[src/rtl/riscv_enc_pkg.sv]
// Shared definitions for the RV64 instruction encoder: format codes,
// common opcodes, the NOP word and the legal immediate ranges per format.
package riscv_enc_pkg;

   localparam int INSTR_W = 32;
   localparam int IMM_W   = 64;

   typedef enum logic [2:0] {
      FMT_R    = 3'd0,
      FMT_I    = 3'd1,
      FMT_S    = 3'd2,
      FMT_B    = 3'd3,
      FMT_U    = 3'd4,
      FMT_J    = 3'd5,
      FMT_BAD6 = 3'd6,
      FMT_BAD7 = 3'd7
   } fmt_e;

   localparam logic [6:0] OP_IMM    = 7'h13;
   localparam logic [6:0] OP_STORE  = 7'h23;
   localparam logic [6:0] OP_BRANCH = 7'h63;
   localparam logic [6:0] OP_LUI    = 7'h37;
   localparam logic [6:0] OP_JAL    = 7'h6F;

   // addi x0, x0, 0 -- substituted for any word that cannot be encoded
   localparam logic [INSTR_W-1:0] NOP_WORD = 32'h0000_0013;

   // Inclusive signed bounds on the full-width immediate
   localparam logic signed [IMM_W-1:0] IMM12_MIN = -64'sd2048;
   localparam logic signed [IMM_W-1:0] IMM12_MAX =  64'sd2047;
   localparam logic signed [IMM_W-1:0] IMMB_MIN  = -64'sd4096;
   localparam logic signed [IMM_W-1:0] IMMB_MAX  =  64'sd4094;
   localparam logic signed [IMM_W-1:0] IMMJ_MIN  = -64'sd1048576;
   localparam logic signed [IMM_W-1:0] IMMJ_MAX  =  64'sd1048574;
   localparam logic signed [IMM_W-1:0] IMMU_MIN  = -64'sd2147483648;
   localparam logic signed [IMM_W-1:0] IMMU_MAX  =  64'sd2147483647;

   function automatic logic in_range(input logic signed [IMM_W-1:0] v,
                                     input logic signed [IMM_W-1:0] lo,
                                     input logic signed [IMM_W-1:0] hi);
      return (v >= lo) && (v <= hi);
   endfunction

endpackage

[src/rtl/instruction_encoder_packer.sv]
// Combinational field packer: turns one field bundle into a 32-bit RISC-V
// word, or the NOP word plus an error flag when the immediate is out of
// range, misaligned, or the format code is illegal.
module instruction_packer
   import riscv_enc_pkg::*;
#(
   parameter int IMMSIZE = 64
) (
   input  logic [2:0]         i_fmt,
   input  logic [6:0]         i_opcode,
   input  logic [2:0]         i_funct3,
   input  logic [6:0]         i_funct7,
   input  logic [4:0]         i_rd,
   input  logic [4:0]         i_rs1,
   input  logic [4:0]         i_rs2,
   input  logic [IMMSIZE-1:0] i_imm,
   output logic [INSTR_W-1:0] o_word,
   output logic               o_error
);

   // Sign-extended view of the immediate used for every range test
   logic signed [IMM_W-1:0] w_imm;
   logic [INSTR_W-1:0]      w_word;
   logic                    w_err;

   assign w_imm = IMM_W'($signed(i_imm));

   // Per-format packing and legality; a fault forces the NOP word
   always_comb begin
      w_word = NOP_WORD;
      w_err  = 1'b0;
      case (i_fmt)
         FMT_R: begin
            w_word = {i_funct7, i_rs2, i_rs1, i_funct3, i_rd, i_opcode};
         end
         FMT_I: begin
            w_err  = !in_range(w_imm, IMM12_MIN, IMM12_MAX);
            w_word = {w_imm[11:0], i_rs1, i_funct3, i_rd, i_opcode};
         end
         FMT_S: begin
            w_err  = !in_range(w_imm, IMM12_MIN, IMM12_MAX);
            w_word = {w_imm[11:5], i_rs2, i_rs1, i_funct3, w_imm[4:0], i_opcode};
         end
         FMT_B: begin
            w_err  = w_imm[0] || !in_range(w_imm, IMMB_MIN, IMMB_MAX);
            w_word = {w_imm[12], w_imm[10:5], i_rs2, i_rs1, i_funct3,
                      w_imm[4:1], w_imm[11], i_opcode};
         end
         FMT_U: begin
            w_err  = (w_imm[11:0] != 12'd0) || !in_range(w_imm, IMMU_MIN, IMMU_MAX);
            w_word = {w_imm[31:12], i_rd, i_opcode};
         end
         FMT_J: begin
            w_err  = w_imm[0] || !in_range(w_imm, IMMJ_MIN, IMMJ_MAX);
            w_word = {w_imm[20], w_imm[10:1], w_imm[11], w_imm[19:12], i_rd, i_opcode};
         end
         default: begin
            w_err = 1'b1;
         end
      endcase
      if (w_err) begin
         w_word = NOP_WORD;
      end
   end

   assign o_word  = w_word;
   assign o_error = w_err;

endmodule

[src/rtl/instruction_encoder.sv]
// Two-stage pipelined RV64 instruction encoder. Stage 1 captures the field
// bundle, the packer encodes it, stage 2 holds the word for the consumer.
//
// Handshake: a transfer happens on a rising edge where valid and ready are
// both high. The producer holds in_* stable while in_valid & ~in_ready; this
// block holds out_instruction/out_error stable while out_valid & ~out_ready.
// in_ready depends only on internal state and out_ready, never on in_valid.
module instruction_encoder
   import riscv_enc_pkg::*;
#(
   parameter int INSTRSIZE = 32,
   parameter int IMMSIZE   = 64,
   parameter int CNTSIZE   = 16
) (
   input  logic                 clk,
   input  logic                 rst_n,
   input  logic                 in_valid,
   output logic                 in_ready,
   input  logic [2:0]           in_fmt,
   input  logic [6:0]           in_opcode,
   input  logic [2:0]           in_funct3,
   input  logic [6:0]           in_funct7,
   input  logic [4:0]           in_rd,
   input  logic [4:0]           in_rs1,
   input  logic [4:0]           in_rs2,
   input  logic [IMMSIZE-1:0]   in_imm,
   output logic                 out_valid,
   input  logic                 out_ready,
   output logic [INSTRSIZE-1:0] out_instruction,
   output logic                 out_error,
   output logic [CNTSIZE-1:0]   enc_count
);

   logic               r_s1_valid;
   logic [2:0]         r_s1_fmt;
   logic [6:0]         r_s1_opcode;
   logic [2:0]         r_s1_funct3;
   logic [6:0]         r_s1_funct7;
   logic [4:0]         r_s1_rd;
   logic [4:0]         r_s1_rs1;
   logic [4:0]         r_s1_rs2;
   logic [IMMSIZE-1:0] r_s1_imm;

   logic                 r_out_valid;
   logic [INSTRSIZE-1:0] r_out_instr;
   logic                 r_out_err;
   logic [CNTSIZE-1:0]   r_enc_count;

   logic               w_adv2;
   logic               w_in_ready;
   logic [INSTR_W-1:0] w_pack_word;
   logic               w_pack_err;

   // Stage 2 may load whenever its word is absent or leaving this cycle
   assign w_adv2     = !r_out_valid || out_ready;
   assign w_in_ready = !r_s1_valid || w_adv2;

   // Stage 1: capture the bundle; holds while stage 2 is stalled
   always_ff @(posedge clk or negedge rst_n) begin
      if (!rst_n) begin
         r_s1_valid  <= 1'b0;
         r_s1_fmt    <= 3'd0;
         r_s1_opcode <= 7'd0;
         r_s1_funct3 <= 3'd0;
         r_s1_funct7 <= 7'd0;
         r_s1_rd     <= 5'd0;
         r_s1_rs1    <= 5'd0;
         r_s1_rs2    <= 5'd0;
         r_s1_imm    <= '0;
      end else if (w_in_ready) begin
         r_s1_valid <= in_valid;
         if (in_valid) begin
            r_s1_fmt    <= in_fmt;
            r_s1_opcode <= in_opcode;
            r_s1_funct3 <= in_funct3;
            r_s1_funct7 <= in_funct7;
            r_s1_rd     <= in_rd;
            r_s1_rs1    <= in_rs1;
            r_s1_rs2    <= in_rs2;
            r_s1_imm    <= in_imm;
         end
      end
   end

   instruction_packer #(
      .IMMSIZE (IMMSIZE)
   ) u_packer (
      .i_fmt    (r_s1_fmt),
      .i_opcode (r_s1_opcode),
      .i_funct3 (r_s1_funct3),
      .i_funct7 (r_s1_funct7),
      .i_rd     (r_s1_rd),
      .i_rs1    (r_s1_rs1),
      .i_rs2    (r_s1_rs2),
      .i_imm    (r_s1_imm),
      .o_word   (w_pack_word),
      .o_error  (w_pack_err)
   );

   // Stage 2: register the encoded word; frozen while the consumer stalls
   always_ff @(posedge clk or negedge rst_n) begin
      if (!rst_n) begin
         r_out_valid <= 1'b0;
         r_out_instr <= '0;
         r_out_err   <= 1'b0;
      end else if (w_adv2) begin
         r_out_valid <= r_s1_valid;
         if (r_s1_valid) begin
            r_out_instr <= INSTRSIZE'(w_pack_word);
            r_out_err   <= w_pack_err;
         end
      end
   end

   // Count completed output handshakes, wrapping at the counter width
   always_ff @(posedge clk or negedge rst_n) begin
      if (!rst_n) begin
         r_enc_count <= '0;
      end else if (r_out_valid && out_ready) begin
         r_enc_count <= r_enc_count + CNTSIZE'(1);
      end
   end

   assign in_ready        = w_in_ready;
   assign out_valid       = r_out_valid;
   assign out_instruction = r_out_instr;
   assign out_error       = r_out_err;
   assign enc_count       = r_enc_count;

endmodule
[config.mk]
export PLATFORM = sky130hd
export DESIGN_NAME = instruction_encoder
export DESIGN_NICKNAME = d
export VERILOG_FILES = /design/src/rtl/riscv_enc_pkg.sv /design/src/rtl/instruction_encoder_packer.sv /design/src/rtl/instruction_encoder.sv
export SDC_FILE = /design/constraint.sdc
export NUM_CORES = 1
export LEC_CHECK = 0
export CAP_MARGIN = 20
export CORE_ASPECT_RATIO = 2
export CORE_MARGIN = 3
export CORE_UTILIZATION = 45
export DETAILED_ROUTE_END_ITERATION = 16
export GPL_ROUTABILITY_DRIVEN = 0
export PLACE_DENSITY_LB_ADDON = 0.25
export SYNTH_ARGS = -nofsm -noshare
export SYNTH_HDL_FRONTEND = slang
export SYNTH_SLANG_ARGS = --single-unit
[constraint.sdc]
create_clock -name clk -period 2.21 [get_ports clk]
set_clock_uncertainty 0.15 [all_clocks]
set_input_delay 0.5525 -clock clk [delete_from_list [all_inputs] [get_ports clk]]
set_output_delay 0.5525 -clock clk [all_outputs]
set_load 0.02 [all_outputs]
==> results.yml, run 1 <==
outcome:
  status: "finished, violations left"
  violations: "setup timing"
timing:
  relSlewSlack_pct: 69.1
  min_period_ps: 2610
  fmaxAchievable_mhz: 383
  drv_slew: 0
  hold_viol: 0
  period_share_pct: 118
  setup_viol: 33
  fin_tns_setup_ps: -12100
  rsz0062_at_grt: "true"
  worst_pin_slew_ps: 464
  setup_slack_ps: -403
critical_path:
  path_delay_family: "simple AND/OR/NAND/NOR gates"
  r2r-end: "out_instruction[1]"
  critPathCaptureType: "flop"
  path_cells: "or4_4, nor3_4, nand4_4, o211a_1, a32oi_4, nand3_4, buf_2, o22a_1"
  critPathKind: "flop to flop"
  r2r_cells: 8
  cp.required_ps: 2370
  cpPeakStageDelay_ps: 550
  rrSetupSlack_ps: -400
  cp_slowest_cell: "or4_4"
  critPathBufInv: 1
  rr_startpoint: "r_s1_imm[40]"
  cp-start-kind: "flop"
  path_max_fanout: 6
  arrival_ps: 2770
floorplanning:
  die_w_um: 91.4
  dieArea_um2: 16200
  core_um2: 14100
  ios: 154
  row_count: 61
  fp.dieH_um: 177
  start_util_pct: 46.5
finish:
  drive_above_1_share_pct: 32.1
  synthToLayoutAreaGrowth_pct: 46.8
  nets: 861
  diodes: 0
  fill_cells: 1051
global_route:
  grt_max_degree: 47
  grt_use_total_pct: 22.7
  grt_pass1_vias: 5711
  grt_overflow: 0
  grt_pass1_wl_um: 28400
  antenna_found_initial: 0
synthesis:
  syn_inst: 524
  synth_top_area_share_pct: 57.2
  synth-seq-area-share_pct: 57.2
  synth.avg_cell_area_um2: 12.5
  synth-async-reset-ratio_pct: 100
  yosysTopAreaCell: "dfrtp_1"
  synth-seq-cells: 150
  synthTopCellsByArea: "dfrtp_1 57%, mux2_2 17%, a22oi_1 3.5%"
  synth_area_um2: 6570
  synth_edf_count: 0
  yosys_warnings: 0
  ys_types: 46
  synth_ff_type: "dfrtp_1"
  syn-num-nets: 628
drt:
  wl_per_cell_um: 18.9
  drtIter0Drc: 330
  viasPerCell: 5.44
  drtAntennaViolNets: 0
  drt-total-wl_um: 18100
  num_vias: 5220
  post-route-drc-count: 0
  firstDrtPassIters: 7
cts:
  clock_path_buffers: 2
  clk_pin_slew_worst_paths_ps: 70
  clk_latency_ps: 420
  cts_sinks: 150
  numCtsBuffers: 17
  htree_levels: 4
  tritoncts: "yes"
  cts-root-buf: "clkbuf_16"
worst_hold_path:
  hold_depth: 1
  hold_class: "flop to flop"
  hold_start: "enc_count[15]"
  worst_hold_path.endpoint: "enc_count[15]"
placement:
  portBuffers: 153
  pre_cts_ws_ps: -525
  dp_hpwl_um: 13900
power:
  power.density_nw_per_um2: 907
  p_leak_nw: 4.15
  ir_worst_vdd_uv: 589
run:
  max_cap_violations: 0
[final cells by class]
cell class | instances | area (um2) | share of cell area (%)
sequential | 150 | 3750 | 38.9
multi-input combinational | 348 | 2800 | 29.0
timing repair buffer | 238 | 2270 | 23.5
clock buffer | 18 | 439 | 4.55
tap | 189 | 236 | 2.45
clock inverter | 14 | 143 | 1.48
inverter | 2 | 7.51 | 0.0779
[registers in the layout, indices dropped and copies added (netlist names)]
| name | cells |
|---|---|
| r_s1_imm | 64 |
| out_instruction | 32 |
| enc_count | 16 |
| r_s1_funct7 | 7 |
| r_s1_opcode | 7 |
| r_s1_rd | 5 |
| r_s1_rs1 | 5 |
| r_s1_rs2 | 5 |
| r_s1_fmt | 3 |
| r_s1_funct3 | 3 |
| out_error | 1 |
| out_valid | 1 |
| r_s1_valid | 1 |
[cell usage in the layout (no fill, tap or decap), drive strengths merged, types with 2 or more instances in the layout]
cell type      synthesis  layout
dfrtp                150     150
clkdlybuf4s50          0     142
mux2                 102     102
buf                    6      85
nand2                 49      49
o21ai                 34      34
a22oi                 32      32
nor2                  20      20
clkbuf                18      19
nand4                 15      15
nor4                  14      14
nand3                 12      12
xnor2                 10      10
mux2i                  9       9
inv                    2       7
dlymetal6s2s           0       6
a21oi                  6       6
clkinv                 0       6
xor2                   5       5
nor3                   5       5
a32o                   4       4
and3                   3       3
and4                   3       3
nand2b                 3       3
o22a                   3       3
dlygate4sd2            0       3
and2                   3       3
o211a                  2       2
nor2b                  2       2
clkinvlp               0       2
a2111oi                2       2
[layer usage]
metal,wire (um),vias up,global-route usage (%)
met5,0,-,0
met1,6040,2568,22.1
met2,10400,196,43.2
li1,-,2395,-
met3,797,61,3.87
met4,952,0,13.9
[synth_stat cells, drive strengths merged, types with 2 or more instances]
library cell / n
nor3: 5
o211a: 2
inv: 2
and4: 3
a21oi: 6
xor2: 5
o22a: 3
a22oi: 32
nand2b: 3
nand2: 49
and3: 3
and2: 3
nor4: 14
clkbuf: 18
buf: 6
nand3: 12
nor2: 20
a2111oi: 2
a32o: 4
o21ai: 34
nand4: 15
dfrtp: 150
mux2i: 9
nor2b: 2
xnor2: 10
mux2: 102
[power breakdown]
part	leakage, nW	internal (mW)	total, mW	switching [mW]
clock	0.281	1.61	2.81	1.20
combinational	2.05	1.26	2.33	1.08
sequential	1.82	3.21	3.60	0.387
[cell families after synthesis]
kind of cell | count (synthesis) | share of synthesized area [%]
xor+xnor | 15 | 2.00
compound gates | 88 | 9.79
mux | 111 | 18.9
fa+ha+maj | 1 | 0.190
flops | 150 | 57.2
buf+inv | 26 | 1.73
simple gates | 133 | 10.3
[per-stage QoR]
| stage | hold WS (ps) | util [%] | cells | power [mW] | instance area (um2) |
|---|---|---|---|---|---|
| 6_report | 325 | 68.3 | 959 | 8.74 | 9640 |
| 3_5_place_dp | 313 | 62.9 | 918 | 5.92 | 8880 |
| 3_3_place_gp | 314 | 62.9 | 918 | 5.80 | 8880 |
| 2_1_floorplan | 107 | - | 524 | 4.68 | 6570 |
| 4_1_cts | 325 | 67.4 | 953 | 8.74 | 9510 |
| 5_1_grt | 359 | 68.3 | 959 | 9.12 | 9640 |
[worst max path at each step]
stage	cells after the start	startpoint	end
3_5_place_dp	8	out_ready	out_instruction[23]
5_1_grt	9	r_s1_imm[42]	out_instruction[1]
6_report	8	r_s1_imm[40]	out_instruction[1]
2_1_floorplan	8	r_s1_imm[42]	out_error
4_1_cts	8	r_s1_imm[42]	out_instruction[23]
3_3_place_gp	8	out_ready	out_instruction[8]
[worst register-to-register path, delay by kind of cell, from the launching register on]
family,cells,cell delay (ps)
buffers and inverters,1,190
AO/OA/AOI/OAI,3,700
flip-flops,1,390
AND/OR/NAND/NOR,4,1080
[repair_timing]
action,4_1_cts,5_1_grt
pin swaps,2,14
hold buffers,1,0
hold endpoints to repair,41,0
gates resized for setup,9,25
setup buffers,2,6
setup endpoints to repair,37,40
Note: power is estimated with default switching activity, not from simulation.
==> run 2: changes to the inputs <==
- CORE_UTILIZATION: 45 -> 54
- PLACE_DENSITY: default -> 0.91
- PLACE_DENSITY_LB_ADDON: 0.25 -> default
- clock period: 2.21 -> 3.3 ns (I/O delays scaled with it)
==> run 2 against run 1 <==
Highest routed layer unchanged. Setup slack better by 640 ps. The run now ends clean. Final area fell by 7.7%. Non-clock buffer count is 75 lower. Largest cell class unchanged.
==> results.yml, run 2 (synthesis results as in run 1) <==
timing:
  relSlewSlack_pct: 57.4
  min_period_ps: 3070
  period_share_pct: 92.9
  worst_pin_slew_ps: 637
  hold_viol: 0
  rsz0062_at_grt: "false"
  fmaxAchievable_mhz: 326
  fin_tns_setup_ps: 0
  drv_slew: 0
  setup_viol: 0
  setup_slack_ps: 233
drt:
  drtIter0Drc: 351
  viasPerCell: 6.11
  post-route-drc-count: 0
  drtAntennaViolNets: 0
  firstDrtPassIters: 5
  wl_per_cell_um: 21.2
  drt-total-wl_um: 17800
  num_vias: 5125
power:
  pwr-share-comb_pct: 22.9
  p_sw_mw: 1.70
  p_int_mw: 4.12
  p_leak_nw: 3.67
  pwr-share-clk_pct: 34.8
  power.density_nw_per_um2: 654
  p_sw_share_pct: 29.2
  ir_worst_vdd_uv: 503
  power_mw: 5.82
  seqPwrFrac_pct: 42.3
placement:
  dp_hpwl_um: 13000
  dp.cells: 808
  portBuffers: 153
  pre_cts_ws_ps: 243
critical_path:
  arrival_ps: 2090
  cp-start-kind: "primary input"
  rr_startpoint: "r_s1_fmt[1]"
  cp-startpoint: "out_ready"
  path_max_fanout: 4
  critPathCaptureType: "primary output"
  crit_top_cell: "clkdlybuf4s50_1"
  cpPeakStageDelay_ps: 610
  path_cells: "clkdlybuf4s50_1, nand3b_1, clkdlybuf4s50_1"
  path_delay_family: "buffers and inverters"
  critPathKind: "primary input to primary output"
  cp_slowest_cell: "clkdlybuf4s50_1"
  cp.required_ps: 2320
  critPathBufInv: 2
finish:
  synthToLayoutAreaGrowth_pct: 35.5
  fin_cells: 839
  nets: 786
  layout_common_cells: "152 x clkdlybuf4s50_1, 150 x dfrtp_1, 102 x mux2_2, 47 x nand2_1, 31 x a22oi_1"
  largest_register: "r_s1_imm"
  post-route-util_pct: 75.2
  drive_above_1_share_pct: 22.9
  largest_register_ffs: 64
  final_common_cell: "clkdlybuf4s50_1"
cts:
  cts_hold_buf: 0
  numCtsBuffers: 17
  postCtsSetupBuffers: 0
  clk_pin_slew_worst_paths_ps: 60
  tritoncts: "yes"
  htree_levels: 4
  clock_path_buffers: 2
  clk_latency_ps: 420
  cts-root-buf: "clkbuf_16"
  cts.repair.resized: 0
  cts_sinks: 150
floorplanning:
  die_w_um: 84.0
  row_count: 56
  core_um2: 11800
  fp.dieH_um: 162
  dieArea_um2: 13600
  ios: 154
  start_util_pct: 55.5
global_route:
  grt_max_degree: 65
  antenna_found_initial: 1
  grt_overflow: 0
  grt_pass1_wl_um: 28600
  grt_pass1_vias: 5607
  grt_use_total_pct: 27.1
run:
  max_cap_violations: 0
outcome:
  status: "complete, no violations"
worst_hold_path:
  hold_class: "primary input to asynchronous set/reset pin"
## run 2: cell count changes in the layout (fill, tap and decap cells not counted), moves of 2 or more
cell and delta:
dlygate4sd2_1 -3, bufinv_16 +3, buf_12 -5, inv_8 -2
dlymetal6s2s_1 -6, buf_4 -67, o21ai_2 -4, nor3_1 +2
clkinv_4 -4, clkdlybuf4s50_1 +10, o21ai_0 +5
## run 2: routing by layer
layer	track usage (%)	vias to the layer above	share of wire, %
met2	49.5	236	56
met4	17.3	0	6.1
li1	-	2242	-
met5	0	-	0
met1	27.4	2567	34
met3	5.48	80	4.4
## run 2: stage by stage
stage          hold WS (ps)  instance area, um2
4_1_cts                 254                8900
5_1_grt                 274                8900
3_5_place_dp            328                8280
6_report                230                8900
3_3_place_gp            312                8280
2_1_floorplan           304                6570
## run 2: area by class of cell
cell class / instances / area, um2
Sequential cell: 150 / 3750
Antenna cell: 1 / 2.50
Tap cell: 145 / 181
Inverter: 2 / 7.51
Multi-Input combinational cell: 348 / 2710
Clock buffer: 19 / 443
Clock inverter: 11 / 174
Fill cell: 692 / 2940
Timing Repair Buffer: 163 / 1630
## run 2: worst paths after layout
check / endpoint / slack, ps / cells past startpoint
min reg2reg: enc_count[15] / 330 / 1
max reg2reg: out_instruction[5] / 490 / 6
min: enc_count[1] / 230 / 1
max: in_ready / 230 / 3
min in group clk: enc_count[15] / 330 / 1
max in group asynchronous: r_s1_imm[29] / 1940 / 2
## run 2: power by group through the flow
| stage | Sequential (mW) | Combinational (mW) | Clock [mW] |
|---|---|---|---|
| after floorplan | 2.54 | 0.599 | 0 |
| after global placement | 2.45 | 1.27 | 0 |
| after detailed placement | 2.48 | 1.33 | 0 |
| after CTS | 2.45 | 1.35 | 2.04 |
| after global routing | 2.49 | 1.43 | 2.12 |
| final | 2.46 | 1.33 | 2.03 |
==> run 3: changes to the inputs <==
- MAX_ROUTING_LAYER: default -> met4
- PLACE_DENSITY: 0.91 -> 0.93
==> run 3 against run 2 <==
Utilization shrank 0.26 points. Combinational power is essentially flat. Clock power shrank 8%. Count of clock-buffer cells in the layout is the same. Worst hold slack lost 6.7 ps. Cell count grew 0.48%. Critical path depth is the same. Setup slack gained 8.3 ps. First-iteration DRC count grew 25%. Sequential power is essentially flat. Final area shrank 0.35%. Via count grew 0.88%. Largest cell class unchanged. Highest routed layer unchanged.
==> results.yml, run 3 (synthesis results as in run 1) <==
outcome:
  status: "complete, no violations"
finish:
  synthToLayoutAreaGrowth_pct: 35.1
  final_common_cell: "clkdlybuf4s50_1"
  post-route-util_pct: 74.9
  nets: 787
  fill_cells: 711
  drive_above_1_share_pct: 23.4
  layout_common_cells: "152 x clkdlybuf4s50_1, 150 x dfrtp_1, 102 x mux2_2, 47 x nand2_1, 31 x a22oi_1"
  largest_register: "r_s1_imm"
  largest_register_ffs: 64
worst_hold_path:
  hold_class: "primary input to asynchronous set/reset pin"
critical_path:
  arrival_ps: 2080
  critPathKind: "primary input to primary output"
  critPathCaptureType: "primary output"
  cp-start-kind: "primary input"
  cp.required_ps: 2320
  path_max_fanout: 4
drt:
  drtAntennaViolNets: 0
  firstDrtPassIters: 7
  wl_per_cell_um: 21.4
  drtIter0Drc: 437
  num_vias: 5170
  drt-total-wl_um: 18000
  viasPerCell: 6.13
  post-route-drc-count: 0
cts:
  tritoncts: "yes"
  clk_latency_ps: 420
  numCtsBuffers: 17
  cts-root-buf: "clkbuf_16"
  postCtsSetupBuffers: 0
  cts.repair.resized: 0
  cts_hold_buf: 0
  cts_sinks: 150
  htree_levels: 4
  clk_pin_slew_worst_paths_ps: 60
  clock_path_buffers: 2
timing:
  rsz0062_at_grt: "false"
  min_period_ps: 3060
  worst_pin_slew_ps: 580
  fin_tns_setup_ps: 0
  fmaxAchievable_mhz: 327
  relSlewSlack_pct: 61.2
  period_share_pct: 92.7
  hold_viol: 0
  drv_slew: 0
  setup_viol: 0
power:
  pwr-share-comb_pct: 23.7
  p_sw_mw: 1.74
  p_int_mw: 3.93
  p_leak_nw: 3.67
  pwr-share-clk_pct: 32.9
  p_sw_share_pct: 30.7
  seqPwrFrac_pct: 43.4
  power.density_nw_per_um2: 639
  ir_worst_vdd_uv: 536
placement:
  portBuffers: 153
  dp_hpwl_um: 12900
floorplanning:
  ios: 154
  row_count: 56
  fp.dieH_um: 162
  die_w_um: 84.0
  start_util_pct: 55.5
  core_um2: 11800
  dieArea_um2: 13600
global_route:
  grt_max_degree: 65
  grt_use_total_pct: 27.9
  grt_overflow: 0
  grt_pass1_vias: 5618
  grt_pass1_wl_um: 28500
  antenna_found_initial: 2
run:
  max_cap_violations: 0
## run 3: path summary, 6_finish.rpt
check / start / to / slack [ps] / depth (start not counted)
max: out_ready / in_ready / 240 / 3
min: rst_n / out_instruction[16] / 220 / 1
max reg2reg: r_s1_imm[42] / out_instruction[0] / 610 / 7
min reg2reg: enc_count[15] / enc_count[15] / 320 / 1
max in group asynchronous: rst_n / r_s1_funct7[4] / 2000 / 2
min in group clk: enc_count[15] / enc_count[15] / 320 / 1
## run 3: stage by stage
stage               instance area, um2  total power [mW]  worst slack [ps]  hold WS (ps)  cells
finish                            8870              5.67               241           223    843
global placement                  8290              3.71               259           310    809
detailed placement                8290              3.80               246           315    809
floorplan                         6570              3.13               558           304    524
global route                      8870              5.88               199           260    843
CTS                               8870              5.68               236           242    841
## run 3: critical path, stage by stage
cell             delay (ps)
clkdlybuf4s50_1         510
nand3b_1                140
clkdlybuf4s50_1         610
## run 3: per-layer routing
metal | routed length [um] | track usage [%] | vias to the layer above
met5 | 0 | - | -
met4 | 870 | 15.0 | 0
met3 | 923 | 5.63 | 85
met2 | 10100 | 49.6 | 267
met1 | 6160 | 28.6 | 2567
li1 | - | - | 2251
## run 3: area by class of cell
| type | count | area [um2] | share of cell area [%] |
|---|---|---|---|
| antenna | 2 | 5.00 | 0.0564 |
| clock buffer | 19 | 453 | 5.11 |
| clock inverter | 13 | 123 | 1.38 |
| inverter | 2 | 7.51 | 0.0846 |
| multi-input combinational | 348 | 2710 | 30.5 |
| sequential | 150 | 3750 | 42.3 |
| tap | 145 | 181 | 2.05 |
| timing repair buffer | 164 | 1640 | 18.5 |
## run 3: power groups by stage
stage	clock network [mW]	registers (mW)	logic (mW)
after CTS	1.88	2.45	1.35
after floorplan	0	2.54	0.599
after global routing	1.96	2.49	1.43
after global placement	0	2.45	1.27
final	1.86	2.46	1.35
after detailed placement	0	2.47	1.33
